[config.mk]
export PLATFORM = sky130hd
export DESIGN_NAME = maxpool2x2_stream
export DESIGN_NICKNAME = d
export VERILOG_FILES = /design/src/rtl/maxpool2x2_stream.sv
export SDC_FILE = /design/constraint.sdc
export NUM_CORES = 1
export LEC_CHECK = 0
export BUFFER_PORTS_ARGS = -buffer_cell sky130_fd_sc_hd__buf_2
export CAP_MARGIN = 20
export CORE_UTILIZATION = 35
export CTS_BUF_LIST = sky130_fd_sc_hd__clkbuf_8
export DETAILED_ROUTE_END_ITERATION = 8
export MAX_ROUTING_LAYER = met4
export SYNTH_ARGS = -nofsm -noshare
export SYNTH_HDL_FRONTEND = slang
export SYNTH_SLANG_ARGS = --single-unit
[constraint.sdc]
create_clock -name clk -period 4.73 [get_ports clk]
set_input_delay 0.946 -clock clk [delete_from_list [all_inputs] [get_ports clk]]
set_output_delay 0.946 -clock clk [all_outputs]
set_load 0.1 [all_outputs]
[src/rtl/maxpool2x2_stream.sv]
// 2x2 max-pool over a raster pixel stream.
// Row-pair pooling uses a half-width line buffer and a single output register.
module maxpool2x2_stream #(
  parameter int N_DATA = 32,
  parameter int IMG_W  = 28,
  parameter int IMG_H  = 28
) (
  input  logic              clk,
  input  logic              rst,
  input  logic              in_valid,
  output logic              in_ready,
  input  logic [N_DATA-1:0] in_data,
  output logic              out_valid,
  input  logic              out_ready,
  output logic [N_DATA-1:0] out_data,
  output logic              out_last
);

  localparam int CW = (IMG_W > 2) ? $clog2(IMG_W) : 1;
  localparam int RW = (IMG_H > 2) ? $clog2(IMG_H) : 1;
  localparam int LD = IMG_W / 2;
  localparam int LW = (LD > 1) ? $clog2(LD) : 1;

  localparam logic [0:0] ROW_EVEN = 1'b0;
  localparam logic [0:0] ROW_ODD  = 1'b1;

  logic [CW-1:0]     r_col;
  logic [RW-1:0]     r_row;
  logic [0:0]        r_state;
  logic [N_DATA-1:0] r_hold;
  logic [N_DATA-1:0] r_linebuf [LD];
  logic              r_out_valid;
  logic [N_DATA-1:0] r_out_data;
  logic              r_out_last;

  logic              w_accept;
  logic              w_col_end;
  logic              w_row_end;
  logic [CW-1:0]     w_half;
  logic [LW-1:0]     w_idx;
  logic [N_DATA-1:0] w_hmax;
  logic [N_DATA-1:0] w_vmax;
  logic              w_load;

  assign in_ready  = !r_out_valid || out_ready;
  assign w_accept  = in_valid && in_ready;
  assign w_col_end = (r_col == CW'(IMG_W - 1));
  assign w_row_end = (r_row == RW'(IMG_H - 1));
  assign w_half    = r_col >> 1;
  assign w_idx     = w_half[LW-1:0];

  assign w_hmax = (in_data > r_hold) ? in_data : r_hold;
  assign w_vmax = (r_linebuf[w_idx] > w_hmax) ? r_linebuf[w_idx] : w_hmax;
  assign w_load = w_accept && (r_state == ROW_ODD) && r_col[0];

  always_ff @(posedge clk) begin
    if (rst) begin
      r_col <= '0;
      r_row <= '0;
    end else if (w_accept) begin
      if (w_col_end) begin
        r_col <= '0;
        r_row <= w_row_end ? '0 : r_row + RW'(1);
      end else begin
        r_col <= r_col + CW'(1);
      end
    end
  end

  always_ff @(posedge clk) begin
    if (rst) begin
      r_state <= ROW_EVEN;
    end else if (w_accept && w_col_end) begin
      r_state <= (r_state == ROW_EVEN) ? ROW_ODD : ROW_EVEN;
    end
  end

  always_ff @(posedge clk) begin
    if (rst) begin
      r_hold <= '0;
    end else if (w_accept && !r_col[0]) begin
      r_hold <= in_data;
    end
  end

  // Every entry is written on an even row before the odd row reads it.
  always_ff @(posedge clk) begin
    if (w_accept && r_col[0] && (r_state == ROW_EVEN)) begin
      r_linebuf[w_idx] <= w_hmax;
    end
  end

  always_ff @(posedge clk) begin
    if (rst) begin
      r_out_valid <= 1'b0;
      r_out_data  <= '0;
      r_out_last  <= 1'b0;
    end else if (w_load) begin
      r_out_valid <= 1'b1;
      r_out_data  <= w_vmax;
      r_out_last  <= w_row_end && w_col_end;
    end else if (r_out_valid && out_ready) begin
      r_out_valid <= 1'b0;
    end
  end

  assign out_valid = r_out_valid;
  assign out_data  = r_out_data;
  assign out_last  = r_out_last;

endmodule
======== Yosys cells after proc, flatten, opt, wreduce, memory -nomap -nowiden ========
Memories as Yosys holds them, arrays and structs flattened. A register that Yosys moved wholly into a read port is not among the register bits.
Cells that the tools add are included.
storage, ports and cells
  output and inout port bits .............. 35
  bits of input ports ..................... 36
  memories ................................ 1
  register bits after elaboration ......... 77
  RAM bits ................................ 448
  word-level logic and storage cells ...... 40
memory list
  name       words  width  rd ports  clocked after Yosys merged registers in  write ports  RTL line  text
  r_linebuf  14     32     1         1                                        1            31        logic [N_DATA-1:0] r_linebuf [LD];
operators by class
  $lt $le $gt $ge ......................... 2
  bitwise logic cells ..................... 1
  add/sub/neg operators ................... 2
  equality and inequality tests ........... 2
  reductions and logical operators ........ 14
  muxes and demuxes ....................... 11
operator list
  cell                                                            number
  32-bit > comparator                                             2
  32-bit 2-to-1 mux                                               2
  5-bit by 1-bit adder with 5-bit output (second input constant)  2
  5-bit == test (second input constant)                           2
  5-bit 2-to-1 mux                                                2
  1-bit logical AND                                               9
  4-bit 2-to-1 mux                                                2
  1-bit 2-to-1 mux                                                5
  1-bit zero test                                                 2
  2-bit AND reduction                                             1
  2-bit nonzero test                                              1
  1-bit logical OR                                                1
  1-bit NOT                                                       1

======== Logic depth before layout (Yosys ltp) ========
Gate-level depths: netlist (run 1).
  word-level depth ........................ 7
  gate-level depth with buffers ........... 21
  gate-level depth less buffers ........... 17

======== Least setup slack after synthesis (run 1) ========
No wires, ideal clock.
  kind .................................... in2reg
  from .................................... in out_ready
  to ...................................... mem r_linebuf[0][0], enable pin
  path slack .............................. -750 ps
  stages on the path ...................... 6
  data arrival time ....................... 5019 ps
  required time ........................... 4269 ps
  setup time .............................. 461 ps
  path through ............................ nand2b_1 > and2_1 > clkbuf_1 > nand2_1 > or4_1 > nor3_1
on the way
  cells in the longest elaborated chain, start to end .. 6
ends and longest elaborated chain
  what                                    RTL line  text
  from (decl)                             14        input logic out_ready,
  1-bit logical OR                        45        assign in_ready = !r_out_valid || out_ready;
  1-bit logical AND                       46        assign w_accept = in_valid && in_ready;
  1-bit logical AND (2 in a row)          88        if (w_accept && r_col[0] && (r_state == ROW_EVEN)) begin
  1-bit 2-to-1 mux                        88
  1-bit 2-to-1 mux (implied by the code)  89        r_linebuf[w_idx] <= w_hmax;
  to (decl)                               31
Every way passes these cells.

======== Final worst setup path (run 1) ========
  from .................................... in in_data[7]
  to ...................................... reg r_out_data[17] (netlist: out_data[17])
on the way
  cells in the longest elaborated chain, start to end .. 4
ends and longest elaborated chain
  what                  RTL line  text
  from (decl)           12        input logic [N_DATA-1:0] in_data,
  32-bit > comparator   52        assign w_hmax = (in_data > r_hold) ? in_data : r_hold;
  32-bit 2-to-1 mux *   52
  32-bit > comparator   53        assign w_vmax = (r_linebuf[w_idx] > w_hmax) ? r_linebuf[w_idx] : w_hmax;
  32-bit 2-to-1 mux *   53
  to (signal assigned)  100       r_out_data <= w_vmax;
  to (decl)             33        logic [N_DATA-1:0] r_out_data;
Mark *: on every way between the ends. The rest lies on a longest branch, timed or not.
A chain may end at the register's enable or synchronous reset.

==> impl_metrics.tcl, run 1 <==
set metrics [dict create \
    status "finished, final reports clean" \
    syn2layout_area_growth_pct 19.3 \
    finalPower_mw 10.0 \
    grt_pass1_vias 13200 \
    critPathLaunch "in_data[7]" \
    p_per_area_nw_per_um2 372 \
    nets 1670 \
    grt_usage_pct 17.9 \
    io_buffers 70 \
    synth.distinct_cells 52 \
    yosysSeqAreaShare_pct 66.8 \
    synth_top_area_cell "edfxtp_1" \
    route.vias.total 13100 \
    maxSlewHeadroom_pct 27.4 \
    synthArstFlopShare_pct 0 \
    overflow 0 \
    cp_slowest_stage_delay_ps 480 \
    r2r_setup_slack_ps 250 \
    min_path_type "reg2reg" \
    synthMostInstantiatedCell "edfxtp_1" \
    ys_ff_latch 529 \
    switching_share_pct 24.2 \
    gp_congestion 0.836 \
    cts_sinks 529 \
    synth_area_leaders "edfxtp_1 (60%), mux4_2 (13%), dfxtp_1 (7.2%)" \
    synthesis.nets 1437 \
    max_freq_mhz 223 \
    worstPathArrival_ps 5070 \
    crit_chain "buf_2, ha_1, a21oi_1, o21ai_0, a2111oi_2, or3b_4, buf_4, a32o_1, a221oi_4, ha_1, a21oi_1, o21ai_1, a211oi_1, o31a_1, a21oi_4, nand2b_4, buf_4, o211ai_2" \
    io_pins 71 \
    clock_latency_ps 660 \
    crit_end "out_data[17]" \
    routedWlPerCell_um 22.8 \
    totalWireLength_mm 56.8 \
    cts_made_buffers 85 \
    crit_type "in2reg" \
    cts_buffer_depth 3 \
    core-area_um2 63400 \
    htreeDepth 3 \
    path_delay_family "compound AO/OA/AOI/OAI gates" \
    stdcell_area_um2 26900 \
    grt_pass1_wl_mm 85.0 \
    path_buf_inv 3 \
    ff2ff_path_depth 19 \
    vias_per_cell 5.28 \
    dr.pass1.iters 5 \
    drt_iter0_drc 1042 \
    chipHeight_um 256 \
    ir_worst_vdd_mv 0.200 \
    power_frac_seq_pct 52.0 \
    crit_cells 18 \
    die-area_um2 65500 \
    ant_nets 0 \
    synth_top_area_share_pct 59.6 \
    combPwrFrac_pct 9.7 \
    setup_tns_ps 0 \
    cp_max_fo 21 \
    drive_gt1_share_pct 36.3 \
    required_ps 5310 \
    drv_cap 0 \
    synth_edf_count 448 \
    hold_violations 0 \
    placed_area_um2 25200 \
    crit_path_end_kind "flop" \
    period_share_pct 95.0 \
    cts-root-buf "clkbuf_8" \
    syn-cell-area_um2 22600 \
    p_int_mw 7.60 \
    drc 0 \
    clk_pin_slew_worst_paths_ps 60 \
    leakage_nw 9.18 \
    grt_max_degree 42 \
    stdcell_count 2487 \
    skew_ps 31.8 \
    whs_ps 505 \
    syn_avg_cell_area_um2 16.9 \
    synth_common_cells "edfxtp_1 (448), mux4_2 (127), nand2_1 (122)" \
    setup_viol 0 \
    crit_slowest_cell "or3b_4" \
    ys.flop_type "edfxtp_1" \
    clockPowerShare_pct 38.3 \
    start_util_pct 35.6 \
    reg2reg_to "out_data[17]" \
    netlist_instances 1335 \
    antenna_found_initial 1 \
    period_needed_ps 4490 \
    dp_cells 2325 \
    worst_slew_pin_slew_ps 1090 \
    startpoint_type "input pin" \
    report.final.slew_viol_count 0 \
    fp-row-count 92 \
    reg2reg_from "r_hold[27]" \
    die_x_um 256 \
    ys_warn_count 0 \
    hpwl_mm 33.9 \
    cts_tree "done" \
    holdPathStages 2 \
    p_switching_mw 2.42 \
]
[worst min path at each step]
stage,from,endpoint
floorplan,r_hold[1],r_hold[1]
global placement,r_hold[1],r_hold[1]
detailed placement,r_hold[1],r_hold[1]
CTS,r_hold[1],r_hold[1]
global route,r_hold[31],r_hold[31]
finish,r_hold[3],r_hold[3]
[routing by layer]
layer	wire [um]	up-vias	share of wire, %	global-route usage (%)
met5	0	-	0	-
li1	-	5835	-	-
met1	25800	6799	45	24.7
met3	3380	66	5.9	2.80
met4	1150	0	2.0	5.94
met2	26500	436	47	27.1
[cell families after synthesis]
| kind of cell | after synthesis | share of synthesized area [%] |
|---|---|---|
| AND/OR/NAND/NOR | 234 | 4.66 |
| flip-flops | 529 | 66.8 |
| buffers and inverters | 145 | 2.62 |
| adder cells (fa/ha/maj) | 66 | 3.66 |
| AO/OA/AOI/OAI | 196 | 7.77 |
| multiplexers | 163 | 14.4 |
| XOR/XNOR | 2 | 0.0776 |
[sequential cells by signal (all words and copies together) (netlist names), named ones only]
name,flops
r_state,1
r_row,5
out_last,1
r_col,5
r_linebuf,448
out_data,32
r_hold,32
out_valid,1
[metrics by stage]
step | setup WS, ps | util, %
floorplan | -221 | -
global placement | -591 | 39.7
detailed placement | -642 | 39.7
CTS | 57.9 | 42.3
global route | -3.37 | 42.5
finish | 236 | 42.5
[final cells by class]
class	count	area, um^2
flip-flops and latches	529	15100
clock inverters	68	409
fillers	5579	36500
clock buffers	91	1250
diodes	1	2.50
multi-input cells	661	7160
well taps	846	1060
inverters	68	255
repair buffers	223	1710
[tightest hold or removal path: cells and delay by family, from the launching register on]
| kind | cells | cell delay (ps) |
|---|---|---|
| simple gates | 1 | 60 |
| flops | 1 | 340 |
| compound gates | 1 | 50 |
[power by group through the flow]
| stage | logic, mW | registers [mW] | clock network [mW] |
|---|---|---|---|
| final | 0.969 | 5.21 | 3.84 |
| after global routing | 1.06 | 5.21 | 4.13 |
| after CTS | 0.957 | 5.21 | 3.94 |
| after detailed placement | 0.951 | 5.31 | 0 |
| after global placement | 0.929 | 5.30 | 0 |
| after floorplan | 0.557 | 5.29 | 0 |
[cells in the final DEF (no fill, tap or decap), types with 33 or more instances in the layout]
| master | instances |
|---|---|
| inv_1 | 89 |
| mux2_2 | 33 |
| buf_2 | 70 |
| edfxtp_1 | 448 |
| buf_4 | 136 |
| nand2_1 | 122 |
| ha_1 | 66 |
| mux4_2 | 127 |
| clkbuf_8 | 91 |
| dfxtp_1 | 76 |
| nand3_1 | 34 |
| a21oi_1 | 68 |
[timing repair]
| action | 4_1_cts | 5_1_grt |
|---|---|---|
| setup buffers | 0 | 2 |
| pin swaps | 0 | 5 |
| resized for setup | 1 | 11 |
| hold buffers | 0 | 0 |
| cloned | 0 | 0 |
| endpoints found under the setup margin | 6 | 32 |
No activity file was read; power rests on OpenSTA's default activity.
==> run 2: changes to the inputs <==
Settings changed: CORE_ASPECT_RATIO from default to 1.1, CORE_UTILIZATION 35 to 50, PLACE_DENSITY from default to 0.69.
==> impl_metrics.tcl, run 2 (synthesis gave the netlist of run 1 again) <==
set metrics [dict create \
    status "finished, final reports clean" \
    gp_congestion 0.872 \
    grt_pass1_wl_mm 81.2 \
    chipHeight_um 225 \
    cp_max_fo 16 \
    clock_latency_ps 650 \
    report.final.slew_viol_count 0 \
    crit_type "in2reg" \
    totalWireLength_mm 54.4 \
    multi_input_area_um2 7100 \
    skew_ps 38.8 \
    cts_tree "done" \
    antenna_found_initial 3 \
    fp-row-count 81 \
    die_x_um 205 \
    startpoint_type "input pin" \
    setup_viol 0 \
    stdcell_count 2218 \
    drv_cap 0 \
    hp-start "r_hold[5]" \
    final_cell_mix "edfxtp_1 (448), buf_4 (137), mux4_2 (127), nand2_1 (122), inv_1 (93)" \
    route.vias.total 13300 \
    drt_iter0_drc 1331 \
    stdcell_area_um2 26400 \
    overflow 0 \
    p_per_area_nw_per_um2 368 \
    htreeDepth 3 \
    largest_reg_flops 448 \
    critPathLaunch "in_data[7]" \
    utilization_pct 59.4 \
    ant_nets 0 \
    placed_area_um2 24800 \
    hpwl_mm 33.5 \
    grt_max_degree 52 \
    io_pins 71 \
    grt_usage_pct 24.9 \
    grt_pass1_vias 13500 \
    min_path_type "reg2reg" \
    routedWlPerCell_um 24.5 \
    cts_buffer_depth 3 \
    vias_per_cell 6.00 \
    layout_commonest_cell "edfxtp_1" \
    reg2reg_from "r_hold[10]" \
    hold_violations 0 \
    dp_cells 2060 \
    required_ps 5240 \
    regArea_um2 15100 \
    period_needed_ps 4530 \
    drive_gt1_share_pct 35.9 \
    cts_made_buffers 83 \
    fillerInstances 3282 \
    dr.pass1.iters 5 \
    ir_worst_vdd_mv 0.203 \
    nets 1669 \
    period_share_pct 95.8 \
    regMostFlops "r_linebuf" \
    core-area_um2 44500 \
    crit_path_end_kind "flop" \
    cts_sinks 529 \
    clk_pin_slew_worst_paths_ps 60 \
    die-area_um2 46000 \
    syn2layout_area_growth_pct 17.1 \
    finalPower_mw 9.73 \
    cts-root-buf "clkbuf_8" \
    max_freq_mhz 221 \
    worst_slew_pin_slew_ps 1080 \
    worstPathArrival_ps 5040 \
    leakage_nw 9.13 \
    io_buffers 70 \
    start_util_pct 50.7 \
    maxSlewHeadroom_pct 28.1 \
    drc 0 \
]
run 2: final cells by class:
class                           instances  share of cell area, %
Antenna cell                            3                 0.0284
Clock buffer                           88                   4.58
Clock inverter                         64                   1.24
Inverter                               68                  0.966
Multi-Input combinational cell        661                   26.9
Sequential cell                       529                   57.1
Tap cell                              581                   2.75
Timing Repair Buffer                  224                   6.47
run 2: path summary, 6_finish.rpt:
path	to	slack, ps	cells past startpoint
max	out_data[28]	200	19
min reg2reg	r_hold[5]	490	2
max reg2reg	out_data[28]	200	19
min	r_hold[5]	490	2
run 2: power by group:
group | internal, mW | switching, mW
logic | 0.401 | 0.551
clock network | 1.80 | 1.78
registers | 5.18 | 0.0301
total | 7.38 | 2.36
run 2: timing repair:
action / 4_1_cts / 5_1_grt
pin swaps: 0 / 4
gates resized for setup: 1 / 9
hold buffers: 0 / 0
endpoints found under the setup margin: 18 / 32
buffers inserted: 0 / 3
run 2: through the flow:
stage / setup slack (ps) / hold slack, ps / setup TNS (ps)
after floorplan: -221 / 462 / -2210
after global placement: -663 / 467 / -20280
after detailed placement: -659 / 482 / -20010
after CTS: 104 / 492 / 0
after global routing: -9.54 / 518 / -14.9
final: 200 / 489 / 0
run 2: critical path, cell delays in order:
cell,delay [ps]
buf_2,110
ha_1,300
a21oi_1,150
o21ai_0,120
a2111oi_2,340
or3b_4,450
a311oi_4,310
buf_12,200
a221oi_1,90
buf_4,190
ha_1,290
nand4_1,150
nor4_1,350
buf_4,190
o31ai_1,80
a21oi_2,230
nand2b_4,230
buf_12,200
o211ai_2,80
run 2: routing by layer:
| layer | share of wire [%] | track usage [%] |
|---|---|---|
| met2 | 49 | 38.8 |
| met5 | 0 | - |
| met4 | 2.3 | 8.71 |
| met3 | 6.4 | 3.67 |
| met1 | 43 | 33.5 |
